**src/rtl/bist_pattern_engine_if.sv**
```systemverilog
// Handshake/bus bundle between the BIST controller (master) and the pattern engine (slave).
// Scalar clk/rst stay as plain module ports.
interface bist_pattern_engine_if #(
    parameter int WIDTH = 16,
    parameter int CNT_W = 16
);
    logic             start;
    logic             step_en;
    logic [1:0]       mode;
    logic [CNT_W-1:0] num_patterns;
    logic [WIDTH-1:0] expected_sig;
    logic [WIDTH-1:0] resp_in;
    logic [WIDTH-1:0] pattern;
    logic             pattern_valid;
    logic             busy;
    logic             done;
    logic             pass;
    logic [WIDTH-1:0] signature;

    modport master (
        output start, step_en, mode, num_patterns, expected_sig, resp_in,
        input  pattern, pattern_valid, busy, done, pass, signature
    );

    modport slave (
        input  start, step_en, mode, num_patterns, expected_sig, resp_in,
        output pattern, pattern_valid, busy, done, pass, signature
    );
endinterface

```
**src/rtl/bist_pattern_engine.sv**
```systemverilog
// BIST pattern generator (ring / Johnson / LFSR / up-count) with MISR response compaction
// and final signature compare. Advances only on step_en; runs from a single clock.
module bist_pattern_engine #(
    parameter int               WIDTH     = 16,
    parameter logic [WIDTH-1:0] LFSR_TAPS = WIDTH'(16'hB400),
    parameter logic [WIDTH-1:0] MISR_TAPS = WIDTH'(16'hB400),
    parameter logic [WIDTH-1:0] LFSR_SEED = WIDTH'(16'h0001),
    parameter int               CNT_W     = 16
) (
    input logic                 clk,
    input logic                 rst,
    bist_pattern_engine_if.slave bus
);
    localparam logic [1:0] S_IDLE = 2'd0;
    localparam logic [1:0] S_SEED = 2'd1;
    localparam logic [1:0] S_RUN  = 2'd2;
    localparam logic [1:0] S_DONE = 2'd3;

    localparam logic [1:0] M_RING  = 2'b00;
    localparam logic [1:0] M_JOHN  = 2'b01;
    localparam logic [1:0] M_LFSR  = 2'b10;
    localparam logic [1:0] M_COUNT = 2'b11;

    // An all-zero LFSR seed would lock up, so it is replaced by 1.
    localparam logic [WIDTH-1:0] LFSR_START = (LFSR_SEED == '0) ? WIDTH'(1) : LFSR_SEED;

    logic [1:0]       state;
    logic [1:0]       mode_q;
    logic [CNT_W-1:0] num_q;
    logic [CNT_W-1:0] count;
    logic [WIDTH-1:0] exp_q;
    logic [WIDTH-1:0] pattern_q;
    logic [WIDTH-1:0] sig_q;
    logic             pass_q;

    logic             step;
    logic             last_step;
    logic [WIDTH-1:0] seed_pat;
    logic [WIDTH-1:0] next_pat;
    logic [WIDTH-1:0] next_sig;

    assign step      = (state == S_RUN) && bus.step_en;
    assign last_step = (count == num_q - CNT_W'(1));
    assign next_sig  = {sig_q[WIDTH-2:0], ^(sig_q & MISR_TAPS)} ^ bus.resp_in;

    // NOTE: every always_comb output gets a default first so no path can infer a latch.
    always_comb begin
        seed_pat = '0;
        case (mode_q)
            M_RING:  seed_pat = WIDTH'(1);
            M_LFSR:  seed_pat = LFSR_START;
            default: seed_pat = '0;
        endcase
    end

    always_comb begin
        next_pat = pattern_q;
        case (mode_q)
            M_RING:  next_pat = {pattern_q[WIDTH-2:0], pattern_q[WIDTH-1]};
            M_JOHN:  next_pat = {pattern_q[WIDTH-2:0], ~pattern_q[WIDTH-1]};
            M_LFSR:  next_pat = {pattern_q[WIDTH-2:0], ^(pattern_q & LFSR_TAPS)};
            M_COUNT: next_pat = pattern_q + WIDTH'(1);
            default: next_pat = pattern_q;
        endcase
    end

    // NOTE: sequential state uses non-blocking assignments only, so every register
    // samples pre-edge values regardless of statement order.
    always_ff @(posedge clk or negedge rst) begin
        if (!rst) begin
            state     <= S_IDLE;
            mode_q    <= '0;
            num_q     <= '0;
            exp_q     <= '0;
            count     <= '0;
            pattern_q <= '0;
            sig_q     <= '0;
            pass_q    <= 1'b0;
        end else begin
            case (state)
                S_IDLE, S_DONE: begin
                    if (bus.start) begin
                        state  <= S_SEED;
                        mode_q <= bus.mode;
                        num_q  <= bus.num_patterns;
                        exp_q  <= bus.expected_sig;
                        pass_q <= 1'b0;
                    end
                end
                S_SEED: begin
                    pattern_q <= seed_pat;
                    sig_q     <= '0;
                    count     <= '0;
                    if (num_q == '0) begin
                        state  <= S_DONE;
                        pass_q <= (exp_q == '0);
                    end else begin
                        state <= S_RUN;
                    end
                end
                S_RUN: begin
                    if (step) begin
                        pattern_q <= next_pat;
                        sig_q     <= next_sig;
                        count     <= count + CNT_W'(1);
                        // pass is captured from the final signature as DONE is entered.
                        if (last_step) begin
                            state  <= S_DONE;
                            pass_q <= (next_sig == exp_q);
                        end
                    end
                end
                default: state <= S_IDLE;
            endcase
        end
    end

    assign bus.pattern       = pattern_q;
    assign bus.signature     = sig_q;
    assign bus.pattern_valid = step;
    assign bus.busy          = (state == S_SEED) || (state == S_RUN);
    assign bus.done          = (state == S_DONE);
    assign bus.pass          = pass_q;
endmodule

```
**src/flat_wrapper.sv**
```systemverilog
// flat-port wrapper written by rule: the top's interface ports become plain ports
module bist_pattern_engine_flat 
#(
    parameter int               WIDTH     = 16,
    parameter logic [WIDTH-1:0] LFSR_TAPS = WIDTH'(16'hB400),
    parameter logic [WIDTH-1:0] MISR_TAPS = WIDTH'(16'hB400),
    parameter logic [WIDTH-1:0] LFSR_SEED = WIDTH'(16'h0001),
    parameter int               CNT_W     = 16
)
  (clk, rst, bus_start, bus_step_en, bus_mode, bus_num_patterns, bus_expected_sig, bus_resp_in, bus_pattern, bus_pattern_valid, bus_busy, bus_done, bus_pass, bus_signature);
  bist_pattern_engine_if #(.WIDTH(WIDTH), .CNT_W(CNT_W)) bus_i ();
  input logic clk;
  input logic rst;
  input wire logic [$bits(bus_i.start)-1:0] bus_start;
  input wire logic [$bits(bus_i.step_en)-1:0] bus_step_en;
  input wire logic [$bits(bus_i.mode)-1:0] bus_mode;
  input wire logic [$bits(bus_i.num_patterns)-1:0] bus_num_patterns;
  input wire logic [$bits(bus_i.expected_sig)-1:0] bus_expected_sig;
  input wire logic [$bits(bus_i.resp_in)-1:0] bus_resp_in;
  output wire logic [$bits(bus_i.pattern)-1:0] bus_pattern;
  output wire logic [$bits(bus_i.pattern_valid)-1:0] bus_pattern_valid;
  output wire logic [$bits(bus_i.busy)-1:0] bus_busy;
  output wire logic [$bits(bus_i.done)-1:0] bus_done;
  output wire logic [$bits(bus_i.pass)-1:0] bus_pass;
  output wire logic [$bits(bus_i.signature)-1:0] bus_signature;
  assign bus_i.start = bus_start;
  assign bus_i.step_en = bus_step_en;
  assign bus_i.mode = bus_mode;
  assign bus_i.num_patterns = bus_num_patterns;
  assign bus_i.expected_sig = bus_expected_sig;
  assign bus_i.resp_in = bus_resp_in;
  assign bus_pattern = bus_i.pattern;
  assign bus_pattern_valid = bus_i.pattern_valid;
  assign bus_busy = bus_i.busy;
  assign bus_done = bus_i.done;
  assign bus_pass = bus_i.pass;
  assign bus_signature = bus_i.signature;
  bist_pattern_engine #(.WIDTH(WIDTH), .LFSR_TAPS(LFSR_TAPS), .MISR_TAPS(MISR_TAPS), .LFSR_SEED(LFSR_SEED), .CNT_W(CNT_W)) u_core (.clk(clk), .rst(rst), .bus(bus_i));
endmodule
```
**config.mk**
```make
export PLATFORM = sky130hd
export DESIGN_NAME = bist_pattern_engine_flat
export DESIGN_NICKNAME = d
export VERILOG_FILES = /design/src/rtl/bist_pattern_engine_if.sv /design/src/rtl/bist_pattern_engine.sv /design/src/flat_wrapper.sv
export SDC_FILE = /design/constraint.sdc
export NUM_CORES = 1
export LEC_CHECK = 0
export ABC_CLOCK_PERIOD_IN_PS = 4500
export BUFFER_PORTS_ARGS = -buffer_cell sky130_fd_sc_hd__buf_2
export CORE_ASPECT_RATIO = 0.9
export CORE_MARGIN = 2
export CORE_UTILIZATION = 40
export DETAILED_ROUTE_END_ITERATION = 12
export GPL_TIMING_DRIVEN = 0
export PLACE_DENSITY = 0.61
export SYNTH_ARGS = -nofsm -noshare
export SYNTH_HDL_FRONTEND = slang
export SYNTH_SLANG_ARGS = --single-unit
```
**constraint.sdc**
```tcl
create_clock -name clk -period 4.5 [get_ports clk]
set_input_delay 0.225 -clock clk [delete_from_list [all_inputs] [get_ports clk]]
set_output_delay 0.225 -clock clk [all_outputs]
set_load 0.005 [all_outputs]
```
==> results_dict.tcl <==
set metrics [dict create \
    io-pin-count 90 \
    dieArea_um2 13000 \
    crit_path_end_kind "register" \
    crit_type "register to register" \
    leakage_nw 2.74 \
    detail-route-antenna-nets 0 \
    drt_wl_total_um 12400 \
    syn_inst 501 \
    drtPass1Iterations 4 \
    clock-skew-final_ps 11.3 \
    ys_seq_area_share_pct 44.0 \
    irDropWorstVdd_mv 0.175 \
    post-route-period-util_pct 69.1 \
    ctsHtreeMaxLevel 3 \
    syn-num-nets 563 \
    dp_hpwl_um 9160 \
    powerDensity_nw_per_um2 343 \
    critPathSlowestCell "nor3b_1" \
    synthFlopType "dfrtp_1" \
    synth_cell_type_count 56 \
    viasPerCell 5.44 \
    rr_worst_depth 10 \
    crit_arrival_ps 3340 \
    drv_cap 0 \
    synth_edf_count 0 \
    drive_above_1_share_pct 24.5 \
    synth_warnings 0 \
    clock_path_buffers 2 \
    yosys_register_bits 85 \
    fin_tns_setup_ps 0 \
    max_freq_mhz 321 \
    r2r_setup_slack_ps 1390 \
    hold_path.class "input port to register" \
    cts_repair_resize_count 0 \
    crit_family "simple AND/OR/NAND/NOR gates" \
    grt_usage_pct 19.7 \
    path_depth 10 \
    path_clk_slew_ps 70 \
    grt_pass1_wl_um 20200 \
    critPathBufInv 2 \
    fin_crit_ps 3110 \
    timing.rr.start "u_core.num_q[0]" \
    worstSetupEndpoint "u_core.bus.pass" \
    nNetsFinal 665 \
    overflow 0 \
    drt_iter0_drc 247 \
    portBuffers 89 \
    drc_errors 0 \
    final_common_cell "buf_2" \
    netlist_area_um2 4840 \
    finalSetupViolations 0 \
    worstSetupStartpointType "register" \
    dieWidth_um 120 \
    worstReg2RegEnd "u_core.bus.pass" \
    startpoint "u_core.num_q[0]" \
    core_um2 11900 \
    vias 4172 \
    required_ps 4720 \
    wl_per_cell_um 16.1 \
    grt_pass1_vias 3974 \
    max_slew_margin_pct 41.6 \
    insertion_delay_ps 350 \
    root_buffer "clkbuf_16" \
    rsz0062_at_grt "no" \
    die_h_um 108 \
    power_mw 1.99 \
    synth.avg_cell_area_um2 9.66 \
    worstMarginPinSlew_ps 868 \
    final_max_slew_viol_count 0 \
    cts_sinks 85 \
    whs_ps 104 \
    layout_common_cells "88 x buf_2, 85 x dfrtp_1, 56 x o21ai_0, 50 x nand2_1, 34 x mux2_2" \
    cts_tree "done" \
    critPathMaxStageDelay_ps 530 \
    path_cells "clkbuf_1, inv_1, ha_1, nor3b_1, a21oi_1, nor4_1, nand4_1, o41ai_2, o311ai_1, mux2_4" \
    cts_buffers 9 \
    area_delta_synth_final_pct 20.2 \
    diodes 0 \
    antenna_found_initial 0 \
    grt_max_degree 49 \
    rows 38 \
    outcome "finished, final reports clean" \
    final-hold-violation-count 0 \
    worstPathMaxFanout 7 \
    async_flop_share_pct 100 \
    start_util_pct 40.5 \
    gp_congestion 0.895 \
]
synthesized netlist by cell type (all sizes together), types with 2 or more instances:
library cell / count / area share [%]
a211oi: 4 / 0.62
a21oi: 9 / 0.93
a22o: 2 / 0.36
a22oi: 5 / 0.78
a31oi: 7 / 0.91
a32o: 2 / 0.41
a41oi: 2 / 0.36
and2: 3 / 0.39
and3: 5 / 0.65
and3b: 2 / 0.36
and4: 3 / 0.54
clkbuf: 23 / 1.8
dfrtp: 85 / 44
ha: 8 / 2.1
inv: 15 / 1.2
mux2: 35 / 8.2
mux2i: 2 / 0.41
nand2: 50 / 3.9
nand2b: 4 / 0.52
nand3: 15 / 1.6
nand4: 15 / 1.9
nor2: 27 / 2.1
nor2b: 3 / 0.39
nor3: 10 / 1.0
nor3b: 3 / 0.47
nor4: 11 / 1.4
o211ai: 5 / 0.78
o21ai: 56 / 5.8
o311ai: 3 / 0.54
o31a: 3 / 0.57
o31ai: 5 / 0.78
o41ai: 2 / 0.52
or2: 2 / 0.26
or3: 2 / 0.26
or4: 6 / 1.1
xnor2: 30 / 5.6
xor2: 25 / 4.5
per-stage QoR:
stage	instance area, µm²	instances	worst slack (ps)	util (%)
final	5810	767	1390	48.7
after detailed placement	5510	751	1400	46.2
after global placement	5480	750	1400	46.0
after global routing	5810	767	1150	48.7
after CTS	5810	767	1380	48.7
after floorplan	4840	501	1740	-
worst reg2reg max path: stages (launching register included):
cell and delay [ps]:
dfrtp_1 350, clkbuf_1 190, inv_1 120, ha_1 200, nor3b_1 530, a21oi_1 160
nor4_1 420, nand4_1 170, o41ai_2 340, o311ai_1 190, mux2_4 320
cell families after synthesis:
group / after synthesis / synth area share [%]
buffers and inverters: 39 / 3.03
muxes: 37 / 8.64
DFF: 85 / 44.0
and+or+nand+nor: 164 / 17.4
xor gates and xnor gates: 55 / 10.1
adders and majority gates: 8 / 2.07
AOI/OAI and AO/OA: 113 / 14.8
where the power goes:
group	switching, mW	internal [mW]	total (mW)	leakage, nW
sequential	0.0796	0.828	0.908	1.14
clock	0.313	0.427	0.739	0.141
combinational	0.180	0.166	0.345	1.46
total	0.572	1.42	1.99	2.74
registers in the layout (all words and copies together), names as in the netlist:
signal and count:
u_core.num_q 16, u_core.state 2, u_core.bus.pass 1, u_core.bus.signature 16
u_core.bus.pattern 16, u_core.mode_q 2, u_core.exp_q 16, u_core.count 16
worst min path at each step:
stage                        start               endpoint  depth (start not counted)
2_1_floorplan                  rst        u_core.bus.pass                          0
3_3_place_gp   bus_expected_sig[0]        u_core.exp_q[0]                          2
3_5_place_dp                   rst  u_core.bus.pattern[7]                          1
4_1_cts        bus_expected_sig[5]        u_core.exp_q[5]                          2
5_1_grt        bus_expected_sig[7]        u_core.exp_q[7]                          2
6_report       bus_expected_sig[3]        u_core.exp_q[3]                          2
metal layers:
layer,share of wire [%],track usage (%),up-vias
li1,-,-,2021
met1,47,27.1,2024
met2,47,30.9,113
met3,4.7,5.06,14
met4,1.3,5.21,0
met5,0,0,-
final cells by class:
type	count	area (µm²)
fillers	1140	6120
well taps	160	200
clock buffers	9	225
repair buffers	91	485
multi-input cells	377	2560
clock inverters	6	65.1
flip-flops and latches	85	2130
plain buffers	24	90.1
inverters	15	56.3
timing repair:
action                                 CTS  global route
buffers inserted                         0             0
endpoints found under the hold margin   37             0
hold buffers                             1             0
Note: power is estimated with default switching activity, not from simulation.
